File: config.mk
export PLATFORM = sky130hd
export DESIGN_NAME = imem_fetch_unit
export DESIGN_NICKNAME = d
export VERILOG_FILES = /design/src/rtl/imem_fetch_unit.sv
export SDC_FILE = /design/constraint.sdc
export NUM_CORES = 2
export LEC_CHECK = 0
export BUFFER_PORTS_ARGS = -buffer_cell sky130_fd_sc_hd__clkbuf_2
export CAP_MARGIN = 20
export CORE_MARGIN = 4
export CORE_UTILIZATION = 65
export CTS_BUF_LIST = sky130_fd_sc_hd__clkbuf_4
export DETAILED_ROUTE_END_ITERATION = 8
export PLACE_DENSITY = 0.82
export SYNTH_ARGS = -nofsm -noshare
export SYNTH_HDL_FRONTEND = slang
export SYNTH_SLANG_ARGS = --single-unit
File: constraint.sdc
create_clock -name clk -period 3.8 [get_ports clk]
set_clock_uncertainty 0.1 [all_clocks]
set_input_delay 0.76 -clock clk [delete_from_list [all_inputs] [get_ports clk]]
set_output_delay 0.76 -clock clk [all_outputs]
set_load 0.005 [all_outputs]
File: src/rtl/imem_fetch_unit.sv
`default_nettype none
// ============================================================================
//  Module      : imem_fetch_unit
//  Description : Configurable-depth instruction memory with a post-reset clear
//                sweep, a sequential program loader and a one-cycle
//                request/response fetch port with fault reporting.
//  Revision    : 1.0 - initial release
// ============================================================================
module imem_fetch_unit #(
    parameter int          DATA_W   = 32,
    parameter int          DEPTH    = 64,
    parameter logic [31:0] NOP_WORD = 32'h0000_0013
) (
    input  logic              clk,
    input  logic              reset,
    input  logic              i_fetch_req,
    input  logic [31:0]       i_fetch_addr,
    output logic              o_fetch_ready,
    output logic              o_resp_valid,
    output logic [DATA_W-1:0] o_resp_instr,
    output logic              o_resp_fault,
    input  logic              i_ld_start,
    input  logic [31:0]       i_ld_base,
    input  logic              i_ld_valid,
    input  logic [DATA_W-1:0] i_ld_data,
    output logic              o_ld_ready,
    output logic              o_init_done
);

    localparam int          IW       = $clog2(DEPTH);
    localparam logic [IW-1:0] c_LAST = IW'(DEPTH - 1);
    localparam logic [IW-1:0] c_ONE  = {{(IW-1){1'b0}}, 1'b1};

    typedef enum logic [0:0] {
        ST_CLEAR = 1'b0,
        ST_READY = 1'b1
    } state_t;

    state_t              r_state;
    logic [IW-1:0]       r_clr_ptr;
    logic [IW-1:0]       r_ld_ptr;
    logic                r_ready;
    logic                r_resp_valid;
    logic [DATA_W-1:0]   r_resp_instr;
    logic                r_resp_fault;
    logic [DATA_W-1:0]   r_mem [DEPTH];

    logic                w_fetch_acc;
    logic [IW-1:0]       w_fetch_idx;
    logic                w_fetch_fault;
    logic [31:0]         w_fetch_upper;
    logic [IW-1:0]       w_ld_idx;
    logic                w_ld_wr;

    // Fetch decode: word index plus misalignment / out-of-range detection
    always_comb begin
        w_fetch_acc   = i_fetch_req && r_ready;
        w_fetch_idx   = i_fetch_addr[IW+1:2];
        w_fetch_upper = i_fetch_addr >> (IW + 2);
        w_fetch_fault = (i_fetch_addr[1:0] != 2'b00) || (w_fetch_upper != 32'd0);
    end

    // Loader target: a start in the same cycle redirects the write to the new base
    always_comb begin
        w_ld_idx = i_ld_start ? i_ld_base[IW+1:2] : r_ld_ptr;
        w_ld_wr  = (r_state == ST_READY) && i_ld_valid;
    end

    // Control FSM: clear sweep, then ready; also owns loader pointer and outputs
    always_ff @(posedge clk or posedge reset) begin
        if (reset) begin
            r_state      <= ST_CLEAR;
            r_clr_ptr    <= '0;
            r_ld_ptr     <= '0;
            r_ready      <= 1'b0;
            r_resp_valid <= 1'b0;
            r_resp_instr <= '0;
            r_resp_fault <= 1'b0;
        end else begin
            case (r_state)
                ST_CLEAR: begin
                    r_resp_valid <= 1'b0;
                    if (r_clr_ptr == c_LAST) begin
                        r_state <= ST_READY;
                        r_ready <= 1'b1;
                    end else begin
                        r_clr_ptr <= r_clr_ptr + c_ONE;
                    end
                end
                ST_READY: begin
                    r_resp_valid <= w_fetch_acc;
                    if (w_fetch_acc) begin
                        // Array read here sees the pre-edge contents (read-before-write)
                        r_resp_instr <= w_fetch_fault ? NOP_WORD[DATA_W-1:0] : r_mem[w_fetch_idx];
                        r_resp_fault <= w_fetch_fault;
                    end
                    if (i_ld_valid) begin
                        r_ld_ptr <= w_ld_idx + c_ONE;
                    end else if (i_ld_start) begin
                        r_ld_ptr <= w_ld_idx;
                    end
                end
                default: begin
                    r_state <= ST_CLEAR;
                    r_ready <= 1'b0;
                end
            endcase
        end
    end

    // Storage array: single write port shared by the clear sweep and the loader
    always_ff @(posedge clk) begin
        if (r_state == ST_CLEAR) begin
            r_mem[r_clr_ptr] <= '0;
        end else if (w_ld_wr) begin
            r_mem[w_ld_idx] <= i_ld_data;
        end
    end

    assign o_fetch_ready = r_ready;
    assign o_ld_ready    = r_ready;
    assign o_init_done   = r_ready;
    assign o_resp_valid  = r_resp_valid;
    assign o_resp_instr  = r_resp_instr;
    assign o_resp_fault  = r_resp_fault;

endmodule
`default_nettype wire

# --- Word level (Yosys, flattened, before mapping) ---
# Memory sizes are Yosys's and may differ from the RTL's.
# Cells that the tools add are included.
word_totals:
  reg_bits: 48
  ram_bits: 2048
  output_inout_bits: 37
  elab_cells: 38
  mem_count: 1
  in_bits: 101
memory_table:
  columns: ["memory", "depth", "width", "read_ports", "rd_clocked_by_memory_dff", "write_ports", "line_no", "text"]
  rows:
  - ["r_mem", 64, 32, 1, 0, 1, "46", "logic [DATA_W-1:0] r_mem [DEPTH];"]
classes:
  add_sub_neg: 2
  reduce_logical: 11
  n_mux: 14
  eq_ne: 1
  bitwise: 2
ops:
  columns: ["op", "n"]
  rows:
  - ["two-way mux 32 bit", 2]
  - ["nonzero test 32 bit", 1]
  - ["OR reduction 32 bit", 1]
  - ["two-way mux 6 bit", 4]
  - ["adder 6 x 1 -> 6 bit, second input constant", 2]
  - ["AND reduction 2 bit", 4]
  - ["two-way mux 1 bit", 7]
  - ["equality test 6 bit, second input constant", 1]
  - ["nonzero test 2 bit", 2]
  - ["logical AND 1 bit", 2]
  - ["inverter 1 bit", 2]
  - ["case mux 1 bit (2 select lines)", 1]
  - ["logical OR 1 bit", 1]

# --- Logic depth before layout (Yosys ltp) ---
depth:
  ltp_word: 6
  mapped_depth: 10
  mapped_depth_nobuf: 8

# --- Least setup slack after synthesis ---
# OpenSTA, ideal clock, no wires.
synth_timing:
  path_kind: "input-to-reg"
  start: "input i_ld_start"
  end: "memory r_mem[35][0], enable pin"
  arrival_time_ns: 3.432
  slack_ns: -0.153
  required_time_ns: 3.279
  cell_stages: 7
  n_path_buf: 2
  cell_sequence: "clkbuf_1 buf_2 mux2i_1 nor2_1 a21oi_1 nand3_1 nor2_1"
synth_between:
  elab_chain_cells: 2
synth_rtl:
  columns: ["element", "line_no", "text"]
  rows:
  - ["start, declared", "22", "input logic i_ld_start,"]
  - ["two-way mux 6 bit", "65", "w_ld_idx = i_ld_start ? i_ld_base[IW+1:2] : r_ld_ptr;"]
  - ["two-way mux 6 bit (no line)", null, null]
  - ["end, declared", "46", null]
# No other way between the ends.

# --- Worst setup path in the final report ---
layout_timing:
  start: "register r_ld_ptr[1]"
  end: "register r_ld_ptr[4]"
layout_between:
  elab_chain_cells: 3
layout_rtl:
  columns: ["element", "line_no", "text"]
  rows:
  - ["start, declared", "41", "logic [IW-1:0] r_ld_ptr;"]
  - ["start signal, assigned", "98", "r_ld_ptr <= w_ld_idx + c_ONE;"]
  - ["start signal, assigned", "100", "r_ld_ptr <= w_ld_idx;"]
  - ["two-way mux 6 bit", "65", null]
  - ["adder 6 x 1 -> 6 bit", "98", null]
  - ["two-way mux 6 bit", "97", "if (i_ld_valid) begin"]
# No other way between the ends.
# A chain may end at the register's enable or synchronous reset.

==> impl_table.tex <==
\begin{tabular}{lr}
\hline
Metric & Value \\
\hline
\multicolumn{2}{l}{\textbf{Placement}} \\
\quad Post-Place Setup Slack & roughly 0.051 ns \\
\quad HPWL after detailed placement & $\sim$120000 um \\
\quad Last weighted congestion value of the routability-driven placer & slightly below 0.9 \\
\quad Instance area at placement & about 86000 um2 \\
\quad PortBufs & 111 \\
\multicolumn{2}{l}{\textbf{Critical path}} \\
\quad CP max-delay cell & sky130\_fd\_sc\_hd\_\_dlygate4sd3\_1 \\
\quad Required time at the worst-slack endpoint & roughly 5.0 ns \\
\quad Most numerous cell on the critical path & sky130\_fd\_sc\_hd\_\_dlygate4sd3\_1 \\
\quad Highest net fanout along the worst path & 5 \\
\quad Kind of start point of the critical path & flop \\
\quad Crit-path max cell delay & between 0.5 and 0.6 ns \\
\quad Capturing element type of the critical path & flop \\
\quad Crit-path cells & mux2i\_2, buf\_4, inv\_1, ha\_1, and2\_1, and2\_1, xnor2\_1, dlygate4sd3\_1, a32o\_1, dlygate4sd3\_1, a21oi\_2, dlygate4sd3\_1 \\
\quad Data arrival time of the worst path & slightly below 5 ns \\
\quad Cell class contributing the biggest share of worst-path delay & buffers and inverters \\
\quad Kind of critical path & flop to flop \\
\quad Buffers \& Inverters on Critical Path & 5 \\
\multicolumn{2}{l}{\textbf{Status}} \\
\quad Outcome & finished clean \\
\multicolumn{2}{l}{\textbf{Final layout}} \\
\quad Total non-filler cell area in the finished layout & around 93000 um2 \\
\quad Final standard cell utilization of the core & around three quarters \\
\quad Most common library cell in the layout ignoring fill and taps & sky130\_fd\_sc\_hd\_\_edfxtp\_1 \\
\quad NumNets Final & about 4500 \\
\quad Top library cells by usage in the layout, fill and taps aside & 2048 x sky130\_fd\_sc\_hd\_\_edfxtp\_1, 742 x sky130\_fd\_sc\_hd\_\_clkbuf\_4, 492 x sky130\_fd\_sc\_hd\_\_mux4\_2, 191 x sky130\_fd\_sc\_hd\_\_buf\_4, 149 x sky130\_fd\_sc\_hd\_\_mux2i\_1 \\
\quad Growth of design area from synthesis to finish & 15.3\% \\
\quad Share of cells above drive strength 1 & between 30\% and 40\% \\
\multicolumn{2}{l}{\textbf{Detailed routing}} \\
\quad DR DRC count & 0 \\
\quad Drt first pass iters & 6 \\
\quad Initial detailed-routing violation count & $\sim$7000 \\
\quad Vias after detailed routing & about 44000 \\
\quad Routed vias/inst & roughly 6.9 \\
\quad Mean routed wirelength per cell & roughly 33 um \\
\quad Antenna violation net count after detailed routing & 0 \\
\quad Total detailed-routing wirelength & between 200000 and 250000 um \\
\multicolumn{2}{l}{\textbf{Synthesis}} \\
\quad Synthesized Nets & 3724 \\
\quad Cell area after synthesis & a little over 80000 um2 \\
\quad Avg Cell Area, Syn & around 22 um2 \\
\quad Fraction of registers with async set/reset & about 2.3\% \\
\quad Synthesis Warnings & 0 \\
\quad Proportion of synthesized chip area in sequential cells & between 70\% and 80\% \\
\quad Prevailing post-synth register cell & sky130\_fd\_sc\_hd\_\_edfxtp\_1 \\
\quad Distinct cell type count of the synthesized netlist & 51 \\
\quad Number of enable-type register cells in the synthesized netlist & about 2000 \\
\quad Post-synthesis instance total & between 3000 and 4000 \\
\quad Flip-flop and latch count after synthesis & $\sim$2100 \\
\multicolumn{2}{l}{\textbf{Timing}} \\
\quad Minimum clock period & between 3 and 4 ns \\
\quad F\_max & 276 MHz \\
\quad Part of the cycle the worst path needs & between 90\% and 100\% \\
\quad Setup violations, final & 0 \\
\quad Worst-Margin Slew & approximately 1.2 ns \\
\quad Worst hold margin & $\sim$0.15 ns \\
\quad Max transition margin & 22.8\% \\
\quad Min setup slack post-route & approximately 0.17 ns \\
\quad Count of final hold-check violations & 0 \\
\quad Final Max Slew Viols & 0 \\
\quad RSZ-0062 raised after global routing & no \\
\multicolumn{2}{l}{\textbf{Floorplanning}} \\
\quad Std cell rows & 128 \\
\quad Die W & about 360 um \\
\quad Core area & about 120000 um2 \\
\quad Area enclosed by the die boundary & approximately 130000 um2 \\
\quad Effective utilization at floorplan & between 60\% and 70\% \\
\quad Num ports & roughly 140 \\
\quad Vertical die dimension & between 300 and 400 um \\
\multicolumn{2}{l}{\textbf{Clocking}} \\
\quad Clock-pin slew reported for the worst setup and hold paths after clock tree synthesis & $\sim$0.07 ns \\
\quad Clock root buffer master & sky130\_fd\_sc\_hd\_\_clkbuf\_4 \\
\quad H-tree level count & 5 \\
\quad Clock tree from TritonCTS & built \\
\quad Setup Fix Bufs, Post-CTS & 0 \\
\quad Number of buffers added by the clock tree synthesis step & around 490 \\
\quad Clock latency on the worst-skew pair & $\sim$1.4 ns \\
\quad Total number of clock tree sinks & about 2100 \\
\quad CTS max path bufs & 4 \\
\multicolumn{2}{l}{\textbf{Power}} \\
\quad Areal power density over the cells & 477 nW/um2 \\
\quad Leakage power figure & $\sim$26 nW \\
\quad Tot Pwr & about 44 mW \\
\quad Max VDD drop & 0.331 mV \\
\multicolumn{2}{l}{\textbf{Global routing}} \\
\quad First-pass GRT wire length & 304000 um \\
\quad Congestion Overflow GR & 0 \\
\quad Largest net degree at the start of global routing & 66 \\
\quad GRT Resource Usage Total & 32.8\% \\
\quad Via count of the first global-routing pass & between 40000 and 50000 \\
\quad Number of antenna violations at the first check in global routing & 7 \\
\multicolumn{2}{l}{\textbf{Flow run}} \\
\quad Max Cap Viol & 0 \\
\multicolumn{2}{l}{\textbf{Hold path}} \\
\quad Tightest Hold Check Type & primary input to flop \\
\hline
\end{tabular}
-- per-layer routing --
metal / vias up / part of all wire [%] / GRT usage, %
met2: 3930 / 48 / 50.7
met3: 651 / 14 / 9.25
met5: - / 0.0033 / 0
met1: 22300 / 33 / 44.4
met4: 2 / 4.9 / 15.0
li1: 17300 / - / -
-- kinds of logic (layout without fill, tap and decap cells) --
group           after synthesis  after routing  synth area share (%)
flops                      2096           2096                  77.8
mux                         672            672                  16.0
simple gates                356            356                  2.11
compound gates              279            279                  2.51
buf+inv                     209           1348                  1.39
xor+xnor                      7              7                0.0761
fa+ha+maj                     2              2                0.0311
other cells                   0              7                     0
-- cell type report --
cell class | instances | area, um2
multi-input cells | 1316 | 17300
repair buffers | 445 | 4400
clock buffers | 742 | 5570
well taps | 1625 | 2030
diodes | 7 | 17.5
flip-flops and latches | 2096 | 62700
clock inverters | 153 | 830
inverters | 8 | 30.0
fillers | 6172 | 29500
-- repair_timing --
| item | 4_1_cts | 5_1_grt |
|---|---|---|
| endpoints found under the setup margin | 0 | 2 |
| hold buffers | 48 | 2 |
| resized for setup | 0 | 3 |
| endpoints found under the hold margin | 360 | 32 |
-- final timing paths --
path | startpoint | to | slack, ns | cells past startpoint
worst max-delay path | r_ld_ptr[1] | r_ld_ptr[4] | 0.17 | 12
worst min-delay path | i_fetch_addr[4] | o_resp_instr[10] | 0.15 | 4
worst max register to register | r_ld_ptr[1] | r_ld_ptr[4] | 0.17 | 12
worst min register to register | o_resp_fault | o_resp_fault | 0.41 | 2
max in group asynchronous | reset | o_resp_instr[13] | 2.70 | 5
min in group asynchronous | reset | o_resp_instr[24] | 0.47 | 5
-- stage by stage --
step | cells | setup TNS [ns]
2_1_floorplan | 3621 | -144.66
3_3_place_gp | 5438 | 0
3_5_place_dp | 5438 | 0
4_1_cts | 6381 | 0
5_1_grt | 6391 | 0
6_report | 6392 | 0
-- report_power, final --
| group | internal (mW) | switching, mW | leakage (nW) |
|---|---|---|---|
| logic | 0.494 | 0.707 | 6.97 |
| registers | 25.0 | 0.000772 | 14.9 |
| clock network | 9.50 | 8.69 | 3.82 |
| total | 35.0 | 9.40 | 25.7 |
-- worst register-to-register path: stages, from the launching register on --
cell	delay, ns
sky130_fd_sc_hd__dfrtp_1	0.40
sky130_fd_sc_hd__mux2i_2	0.18
sky130_fd_sc_hd__buf_4	0.16
sky130_fd_sc_hd__inv_1	0.04
sky130_fd_sc_hd__ha_1	0.18
sky130_fd_sc_hd__and2_1	0.19
sky130_fd_sc_hd__and2_1	0.19
sky130_fd_sc_hd__xnor2_1	0.12
sky130_fd_sc_hd__dlygate4sd3_1	0.56
sky130_fd_sc_hd__a32o_1	0.20
sky130_fd_sc_hd__dlygate4sd3_1	0.57
sky130_fd_sc_hd__a21oi_2	0.13
sky130_fd_sc_hd__dlygate4sd3_1	0.55
-- synth_stat cells (3+ instances only) --
master | n | share of area (%)
sky130_fd_sc_hd__nand2_1 | 77 | 0.36
sky130_fd_sc_hd__a221oi_1 | 12 | 0.13
sky130_fd_sc_hd__mux2i_1 | 150 | 1.9
sky130_fd_sc_hd__a311oi_1 | 6 | 0.065
sky130_fd_sc_hd__inv_1 | 8 | 0.037
sky130_fd_sc_hd__o21ai_0 | 19 | 0.12
sky130_fd_sc_hd__a22o_1 | 7 | 0.076
sky130_fd_sc_hd__and3_1 | 33 | 0.26
sky130_fd_sc_hd__o2111ai_1 | 4 | 0.043
sky130_fd_sc_hd__a31oi_1 | 5 | 0.039
sky130_fd_sc_hd__a22oi_1 | 110 | 1.0
sky130_fd_sc_hd__mux4_2 | 492 | 14
sky130_fd_sc_hd__a32oi_1 | 11 | 0.12
sky130_fd_sc_hd__nor4_1 | 6 | 0.047
sky130_fd_sc_hd__nand3_1 | 72 | 0.45
sky130_fd_sc_hd__buf_2 | 51 | 0.32
sky130_fd_sc_hd__o22ai_1 | 27 | 0.21
sky130_fd_sc_hd__dfrtp_1 | 48 | 1.5
sky130_fd_sc_hd__mux2_2 | 30 | 0.42
sky130_fd_sc_hd__xnor2_1 | 4 | 0.043
sky130_fd_sc_hd__nor3_1 | 12 | 0.075
sky130_fd_sc_hd__nor2b_1 | 12 | 0.093
sky130_fd_sc_hd__a21oi_1 | 35 | 0.22
sky130_fd_sc_hd__xor2_1 | 3 | 0.033
sky130_fd_sc_hd__and2_1 | 9 | 0.070
sky130_fd_sc_hd__clkbuf_1 | 84 | 0.39
sky130_fd_sc_hd__o221ai_1 | 18 | 0.20
sky130_fd_sc_hd__buf_4 | 35 | 0.33
sky130_fd_sc_hd__edfxtp_1 | 2048 | 76
sky130_fd_sc_hd__buf_1 | 12 | 0.056
sky130_fd_sc_hd__nor2_1 | 95 | 0.44
sky130_fd_sc_hd__a211oi_1 | 6 | 0.056
sky130_fd_sc_hd__buf_6 | 19 | 0.27
sky130_fd_sc_hd__a32o_1 | 7 | 0.087
sky130_fd_sc_hd__nand2b_1 | 21 | 0.16
sky130_fd_sc_hd__nand4_1 | 11 | 0.085
-- registers in the layout, summed over array words and instances (netlist names) --
signal / flops
o_fetch_ready: 1
o_resp_fault: 1
o_resp_instr: 32
o_resp_valid: 1
r_clr_ptr: 6
r_ld_ptr: 6
r_mem: 2048
r_state: 1
No activity file was read; power rests on OpenSTA's default activity.
